### src/rtl/sd_sector_arbiter.sv
// Round-robin arbiter sharing the hps_io SD sector port between NREQ drive requesters.
// Latches one request per requester, runs the strobe/ack handshake and returns done/err pulses.
//   state    | meaning
//   IDLE     | no grant; pick next pending requester after rr pointer
//   WAIT_ACK | strobe held, waiting for sd_ack or timeout
//   XFER     | ack high, counting buffer bytes until ack falls
//   FINISH   | one cycle: judge byte count, pulse done/err, release
module sd_sector_arbiter #(
  parameter int NREQ    = 3,
  parameter int TIMEOUT = 50000000,
  localparam int IW     = (NREQ > 1) ? $clog2(NREQ) : 1,
  localparam int TW     = (TIMEOUT > 1) ? $clog2(TIMEOUT) : 1
) (
  input  logic                 clk_sys,
  input  logic                 reset,
  input  logic [NREQ-1:0]      req_rd,
  input  logic [NREQ-1:0]      req_wr,
  input  logic [32*NREQ-1:0]   req_lba,
  output logic [NREQ-1:0]      req_done,
  output logic [NREQ-1:0]      req_err,
  output logic [NREQ-1:0]      req_pend,
  output logic [31:0]          sd_lba,
  output logic [NREQ-1:0]      sd_rd,
  output logic [NREQ-1:0]      sd_wr,
  input  logic                 sd_ack,
  input  logic                 sd_buff_wr,
  output logic                 busy,
  output logic [IW-1:0]        buf_sel
);

  typedef enum logic [1:0] {IDLE, WAIT_ACK, XFER, FINISH} state_t;

  state_t                   state_q, state_d;
  logic [NREQ-1:0]          pend_q, pend_d;
  logic [NREQ-1:0]          dir_q, dir_d;
  logic [NREQ-1:0][31:0]    lba_q, lba_d;
  logic [IW-1:0]            rr_q, rr_d;
  logic [IW-1:0]            gnt_q, gnt_d;
  logic [31:0]              sd_lba_q, sd_lba_d;
  logic [NREQ-1:0]          sd_rd_q, sd_rd_d;
  logic [NREQ-1:0]          sd_wr_q, sd_wr_d;
  logic                     busy_q, busy_d;
  logic [9:0]               cnt_q, cnt_d;
  logic [TW-1:0]            tmo_q, tmo_d;
  logic [NREQ-1:0]          done_q, done_d;
  logic [NREQ-1:0]          err_q, err_d;
  logic                     ack_q;

  logic                     gnt_ok;
  logic [IW-1:0]            gnt_idx;
  logic [IW-1:0]            cand;

  // Search starts one past the last grant so every requester gets a turn.
  always_comb begin
    gnt_ok  = 1'b0;
    gnt_idx = '0;
    cand    = '0;
    for (int k = 1; k <= NREQ; k++) begin
      cand = IW'((int'(rr_q) + k) % NREQ);
      if (!gnt_ok && pend_q[cand]) begin
        gnt_ok  = 1'b1;
        gnt_idx = cand;
      end
    end
  end

  always_comb begin
    state_d  = state_q;
    pend_d   = pend_q;
    dir_d    = dir_q;
    lba_d    = lba_q;
    rr_d     = rr_q;
    gnt_d    = gnt_q;
    sd_lba_d = sd_lba_q;
    sd_rd_d  = sd_rd_q;
    sd_wr_d  = sd_wr_q;
    busy_d   = busy_q;
    cnt_d    = cnt_q;
    tmo_d    = tmo_q;
    done_d   = '0;
    err_d    = '0;

    for (int i = 0; i < NREQ; i++) begin
      if (!pend_q[i] && (req_rd[i] || req_wr[i])) begin
        pend_d[i] = 1'b1;
        dir_d[i]  = req_wr[i];
        lba_d[i]  = req_lba[32*i +: 32];
      end
    end

    case (state_q)
      IDLE: begin
        if (gnt_ok) begin
          sd_lba_d = lba_q[gnt_idx];
          if (dir_q[gnt_idx]) sd_wr_d[gnt_idx] = 1'b1;
          else                sd_rd_d[gnt_idx] = 1'b1;
          gnt_d    = gnt_idx;
          rr_d     = gnt_idx;
          busy_d   = 1'b1;
          cnt_d    = '0;
          tmo_d    = '0;
          state_d  = WAIT_ACK;
        end
      end
      WAIT_ACK: begin
        if (sd_ack) begin
          sd_rd_d = '0;
          sd_wr_d = '0;
          state_d = XFER;
        end else if (tmo_q == TW'(TIMEOUT - 1)) begin
          sd_rd_d        = '0;
          sd_wr_d        = '0;
          err_d[gnt_q]   = 1'b1;
          pend_d[gnt_q]  = 1'b0;
          busy_d         = 1'b0;
          state_d        = IDLE;
        end else begin
          tmo_d = tmo_q + 1'b1;
        end
      end
      XFER: begin
        if (sd_buff_wr && cnt_q != 10'h3FF) cnt_d = cnt_q + 10'd1;
        if (ack_q && !sd_ack) state_d = FINISH;
      end
      FINISH: begin
        // Writes never see buffer strobes, so only reads are judged on byte count.
        if (dir_q[gnt_q] || cnt_q == 10'd512) done_d[gnt_q] = 1'b1;
        else                                  err_d[gnt_q]  = 1'b1;
        pend_d[gnt_q] = 1'b0;
        busy_d        = 1'b0;
        state_d       = IDLE;
      end
      default: state_d = IDLE;
    endcase
  end

  always_ff @(posedge clk_sys) begin
    if (reset) begin
      state_q  <= IDLE;
      pend_q   <= '0;
      dir_q    <= '0;
      lba_q    <= '0;
      rr_q     <= IW'(NREQ - 1);
      gnt_q    <= '0;
      sd_lba_q <= '0;
      sd_rd_q  <= '0;
      sd_wr_q  <= '0;
      busy_q   <= 1'b0;
      cnt_q    <= '0;
      tmo_q    <= '0;
      done_q   <= '0;
      err_q    <= '0;
      ack_q    <= 1'b0;
    end else begin
      state_q  <= state_d;
      pend_q   <= pend_d;
      dir_q    <= dir_d;
      lba_q    <= lba_d;
      rr_q     <= rr_d;
      gnt_q    <= gnt_d;
      sd_lba_q <= sd_lba_d;
      sd_rd_q  <= sd_rd_d;
      sd_wr_q  <= sd_wr_d;
      busy_q   <= busy_d;
      cnt_q    <= cnt_d;
      tmo_q    <= tmo_d;
      done_q   <= done_d;
      err_q    <= err_d;
      ack_q    <= sd_ack;
    end
  end

  assign req_done = done_q;
  assign req_err  = err_q;
  assign req_pend = pend_q;
  assign sd_lba   = sd_lba_q;
  assign sd_rd    = sd_rd_q;
  assign sd_wr    = sd_wr_q;
  assign busy     = busy_q;
  assign buf_sel  = busy_q ? gnt_q : '0;

endmodule

### config.mk
export PLATFORM = sky130hd
export DESIGN_NAME = sd_sector_arbiter
export DESIGN_NICKNAME = d
export VERILOG_FILES = /design/src/rtl/sd_sector_arbiter.sv
export SDC_FILE = /design/constraint.sdc
export NUM_CORES = 1
export LEC_CHECK = 0
export CAP_MARGIN = 20
export CELL_PAD_IN_SITES_DETAIL_PLACEMENT = 1
export CELL_PAD_IN_SITES_GLOBAL_PLACEMENT = 1
export CORE_MARGIN = 4
export CORE_UTILIZATION = 39
export CTS_CLUSTER_DIAMETER = 200
export DETAILED_ROUTE_END_ITERATION = 6
export GPL_TIMING_DRIVEN = 0
export PLACE_DENSITY = 0.87
export SLEW_MARGIN = 10
export SYNTH_ARGS = -nofsm -noshare
export SYNTH_HDL_FRONTEND = slang
export SYNTH_SLANG_ARGS = --single-unit
export TNS_END_PERCENT = 1
### constraint.sdc
create_clock -name clk_sys -period 3 [get_ports clk_sys]
set_input_delay 0.6 -clock clk_sys [delete_from_list [all_inputs] [get_ports clk_sys]]
set_output_delay 0.6 -clock clk_sys [all_outputs]
set_load 0.01 [all_outputs]
# Word level (Yosys, flattened, before mapping)
# Cells that the tools add are included.
# totals
register_bits,190
inputBits,106
out_inout_bits,50
# op_classes
bitwise,6
div_mod_pow,3
muxes,57
addsub,5
eq_ne,15
reduce_logical,31
n_lt_le_gt_ge,7
# ops
op,count
$mod 32x3->32 const B,3
$mux 26,3
$bmux 32 s2,1
$pmux 26 s2,1
$mux 3,11
$mux 32,1
$add 26x1->26 const B,1
$eq 26x26->1 const B,1
$pmux 3 s2,4
$mux 10,2
$pmux 10 s2,1
$mux 1,16
$mux 2,8
$ne 2x2->1 const B,8
$reduce_and 4->1,4
$lt 2x3->1 const B,5
$add 10x1->10 const B,1
$bmux 1 s2,5
$eq 10x10->1 const B,1
$ne 10x10->1 const B,1
$logic_and 1x1->1,9
$pmux 2 s4,1
$add 2x2->3 const B,2
$logic_not 1->1,6
18 further kinds,28

# Depth between registers and ports, before layout
# depth
word_depth,19
depth_mapped,11
mapped_depth_nobuf,8

# Worst setup path before layout
# No wires, ideal clock.
# synth_path
kind,register to register
start,register rr_q[1]
end,"register sd_lba_q[23], in the netlist sd_lba[23]"
arrival_time_ps,2282
path_slack_ps,596
stages_incl_launch_ff,11
path_buffers,2
required_time_ps,2878
setup_ps,122
path_cell_list,dfxtp_1 > inv_1 > ha_1 > buf_6 > nand2b_1 > a221o_1 > a211o_4 > buf_6 > and3_1 > a211oi_1 > o21ai_1
# synth_between
elab_chain_cells,13
elab_cells_between_ends,25
# synth_lines
item,line_no,rtl
start: declaration,37,"logic [IW-1:0] rr_q, rr_d;"
start signal: assignment,143,rr_q <= IW'(NREQ - 1);
start signal: assignment,159,rr_q <= rr_d;
$add 2x1->3,59,cand = IW'((int'(rr_q) + k) % NREQ);
$mod 32x3->32,59,
$bmux 1 s2,60,if (!gnt_ok && pend_q[cand]) begin
$mux 1 (implied by the code),60,
$mux 1,60,
$logic_not 1->1,60,
$logic_and 1x1->1,60,
$mux 1,60,
$logic_not 1->1,60,
$logic_and 1x1->1,60,
$mux 2,60,
$bmux 32 s2,94,sd_lba_d = lba_q[gnt_idx];
$mux 32 (implied by the code),94,
end signal: assignment,161,sd_lba_q <= sd_lba_d;
end: declaration,39,"logic [31:0] sd_lba_q, sd_lba_d;"
# Parallel ways exist; a longest one is shown, timed or not. The select of a mux whose other input is x is not followed.
# A chain may end at the register's enable or synchronous reset.

# Worst setup path after layout
# layout_path
start,register rr_q[1]
end,register tmo_q[20]
# layout_between
elab_chain_cells,13
elab_cells_between_ends,21
# layout_lines
item,line_no,rtl
$add 2x1->3,59,
$mod 32x3->32,59,
$bmux 1 s2,60,
$mux 1 (implied by the code),60,
$mux 1,60,
$logic_not 1->1,60,
$logic_and 1x1->1,60,
$mux 1,60,
$logic_not 1->1,60,
$logic_and 1x1->1,60,
$mux 1 *,60,
$ne 2x2->1 (no line) *,n/a,
$reduce_and 4->1 (no line) *,n/a,
end signal: assignment,166,tmo_q <= tmo_d;
end: declaration,44,"logic [TW-1:0] tmo_q, tmo_d;"
# Mark *: on every way between the ends. The rest lies on a longest branch, timed or not. The select of a mux whose other input is x is not followed.

==> qor.txt <==
crit path kind = reg2reg
via count = 8,336
CTS Sinks = 189
worst clock skew = 0.0117 ns
RePlAce Congestion = 0.884
Sw Ratio = 39.1%
post-synthesis sequential area ratio = 44.9%
Core Region = 0.0212 mm^2
WL final = 29.7 mm
Tightest Pin Transition = 0.723 ns
Yosys top cell area share = 44.9%
RR Endpoint = tmo_q[20]
type of the most critical hold path = reg2reg
worst hold slack = 0.449 ns
DRT Pass-1 Iters = 5
outcome = complete, no violations
Multi-input gate area = 0.00425 mm^2
worst skew pair latency = 0.44 ns
Setup TNS Final = 0 ns
commonest non-fill, non-tap cell in the layout = nand2_1
Area growth syn-to-layout = 30.0%
number of cells on the worst reg-to-reg path = 10
pin count of the biggest net entering global routing = 20
number of DRC markers in iteration 0 = 547
EDFF count, synth = 0
Logic pwr share = 39.3%
Post-Syn Area = 0.00842 mm^2
cell count after synthesis = 1,034
number of buffers added on ports = 155
Vias/cell = 5.56
layout cells sized above 1 = 7.69%
Final Critical Period = 2.91 ns
RSZ-0062 raised after global routing = yes
clock buffer depth = 2
Finished Cell Area = 0.0109 mm^2
Hold Fails Final Rpt = 0
CTS tree = done
non-filler cells, final = 1,500
final worst-path cycle share = 97.1%
Seq cells post-synth = 189
FF+latch area = 0.00379 mm^2
CP Data Arrival Time = 3.30 ns
die height = 155 um
element type at the critical path end = flip-flop
worst setup margin = 0.0858 ns
VDD IR max = 0.000419 V
root buf cell = clkbuf_16
Avg Inst Size Synth = 8.14 um^2
Die ar. = 0.0240 mm^2
main area contributors after synthesis = dfxtp_1 45%, nand2_1 11%, a21oi_1 7.1%
hold depth = 2
synth warn = 0
antenna violations before repair = 3
nets@finish = 1,327
CP Max Fanout = 10
clock share of power = 25.6%
routed len/inst = 19.8 um
pre-CTS WS = -0.0434 ns
Tot Pwr = 8.78 mW
Internal Power = 5.35 mW
fin util = 51.7%
total gr overflow = 0
num ports = 156
Yosys top cell by area = dfxtp_1
vias in the first global route = 8,716
number of fill cells = 2,504
Inst Count DP = 1,464
Psw = 3.43 mW
worst reg2reg setup slack = 0.09 ns
antenna-violating nets left = 0
Total GRT Usage = 24.4%
Post-DP HPWL = 21.8 mm
Post-route DRC = 0
sequential share of power = 35.1%
post-synthesis cell type count = 73
setup violators final = 0
max-cap violation count = 0
leakage power = 3.91 nW
# hold bufs at CTS = 0
pwr dens = 802 mW/mm^2
Peak Freq = 343 MHz
chip width = 155 um
first-pass GRT wire length = 46.9 mm
min-delay src = sd_lba[5]
Pins Over Slew Limit = 0
CTS buffer count = 17
Clk pin slew, worst setup/hold paths = 0.08 ns
top_reg_cell synth = dfxtp_1
Initial Util = 39.8%
Syn Nets = 1,151
launching point of the worst reg2reg path = rr_q[1]
row count = 53
Worst EP required = 3.38 ns
H-tree depth = 4
CP Launch Type = flip-flop
FFs w/ async S/R, synth = 0%
most frequent cells in the layout = 257 x nand2_1, 188 x dfxtp_1, 155 x clkdlybuf4s50_1
relative slew slack = 51.8%
Hold Path Sink = sd_lba[5]
Cell Area, Placed = 0.0103 mm^2
## cell families (layout without fill, tap and decap cells)
kind of cell	count (synthesis)	in the layout	synth area share, %
compound gates	288	288	21.7
xor+xnor	19	19	1.98
fa+ha+maj	11	11	1.63
buf+inv	88	277	4.74
flops	189	189	44.9
mux	7	7	0.907
other cells	0	2	0
simple gates	432	432	24.1
## worst max path at each step
stage                       start         end  slack (ns)  cells past startpoint
after floorplan           rr_q[1]  sd_lba[23]        0.60                     10
after global placement    rr_q[0]  sd_lba[21]       0.009                      9
after detailed placement  rr_q[0]  sd_lba[21]       -0.04                      9
after CTS                 rr_q[1]   sd_lba[2]        0.09                     11
after global routing      rr_q[1]   tmo_q[20]      -0.006                     10
final                     rr_q[1]   tmo_q[20]        0.09                     10
## critical path, cell delays in order, from the launching register on
cell and delay, ns:
dfxtp_1 0.42, inv_1 0.11, ha_1 0.32, buf_6 0.15, mux2i_1 0.35, o21ai_2 0.17, o31ai_4 0.38, buf_4 0.20
o21bai_2 0.14, or4_1 0.54, nand2_1 0.08
## routing by layer
| layer | GRT usage, % | share of wire, % |
|---|---|---|
| met5 | 0 | 0.057 |
| met3 | 3.76 | 4.4 |
| met4 | 8.62 | 2.8 |
| met1 | 31.7 | 44 |
| met2 | 41.3 | 48 |
## power by group through the flow
stage | Clock, mW | Combinational, mW | Sequential [mW]
floorplan | 0 | 1.86 | 3.18
global placement | 0 | 3.25 | 3.11
detailed placement | 0 | 3.34 | 3.13
CTS | 2.28 | 3.43 | 3.08
global route | 2.40 | 3.74 | 3.12
finish | 2.25 | 3.45 | 3.08
## synthesized netlist by cell type, types with 4 or more instances
cell,n
buf_2,10
o21ai_0,42
nor2_1,42
nand2_1,257
ha_1,11
mux2i_1,4
nor3b_1,5
and4_1,6
o21ai_1,31
clkbuf_1,56
nor2b_1,8
a21oi_1,119
buf_6,6
inv_1,12
nand2b_1,6
nand3_1,12
and3_1,36
a211oi_1,37
o2111ai_1,7
dfxtp_1,189
or2_2,4
nor3_1,9
o211ai_1,6
nand4_1,9
xor2_1,10
nand3b_1,7
or4_1,7
o41ai_1,4
o31ai_1,6
xnor2_1,9
## sequential cells by signal, summed over array words and instances (netlist names), named ones only
signal and cells:
gnt_q 1, req_pend 3, sd_wr 3, tmo_q 26, ack_q 1, cnt_q 10, sd_lba 32, req_err 3
state_q 1, lba_q 96, req_done 3, sd_rd 3, rr_q 2, busy 1, dir_q 3
## area by class of cell
cell class / count / area share, %
tap: 275 / 3.14
clock buffer: 18 / 4.01
multi-input combinational: 757 / 38.8
buffer: 76 / 3.34
clock inverter: 14 / 1.29
antenna: 2 / 0.0457
timing repair buffer: 157 / 14.3
sequential: 189 / 34.6
inverter: 12 / 0.412
## what timing repair did
action | CTS | global route
setup buffers | 2 | 0
setup endpoints to repair | 31 | 42
gates resized for setup | 4 | 12
pin swaps | 1 | 0
Power figures use the tool's default switching activity.
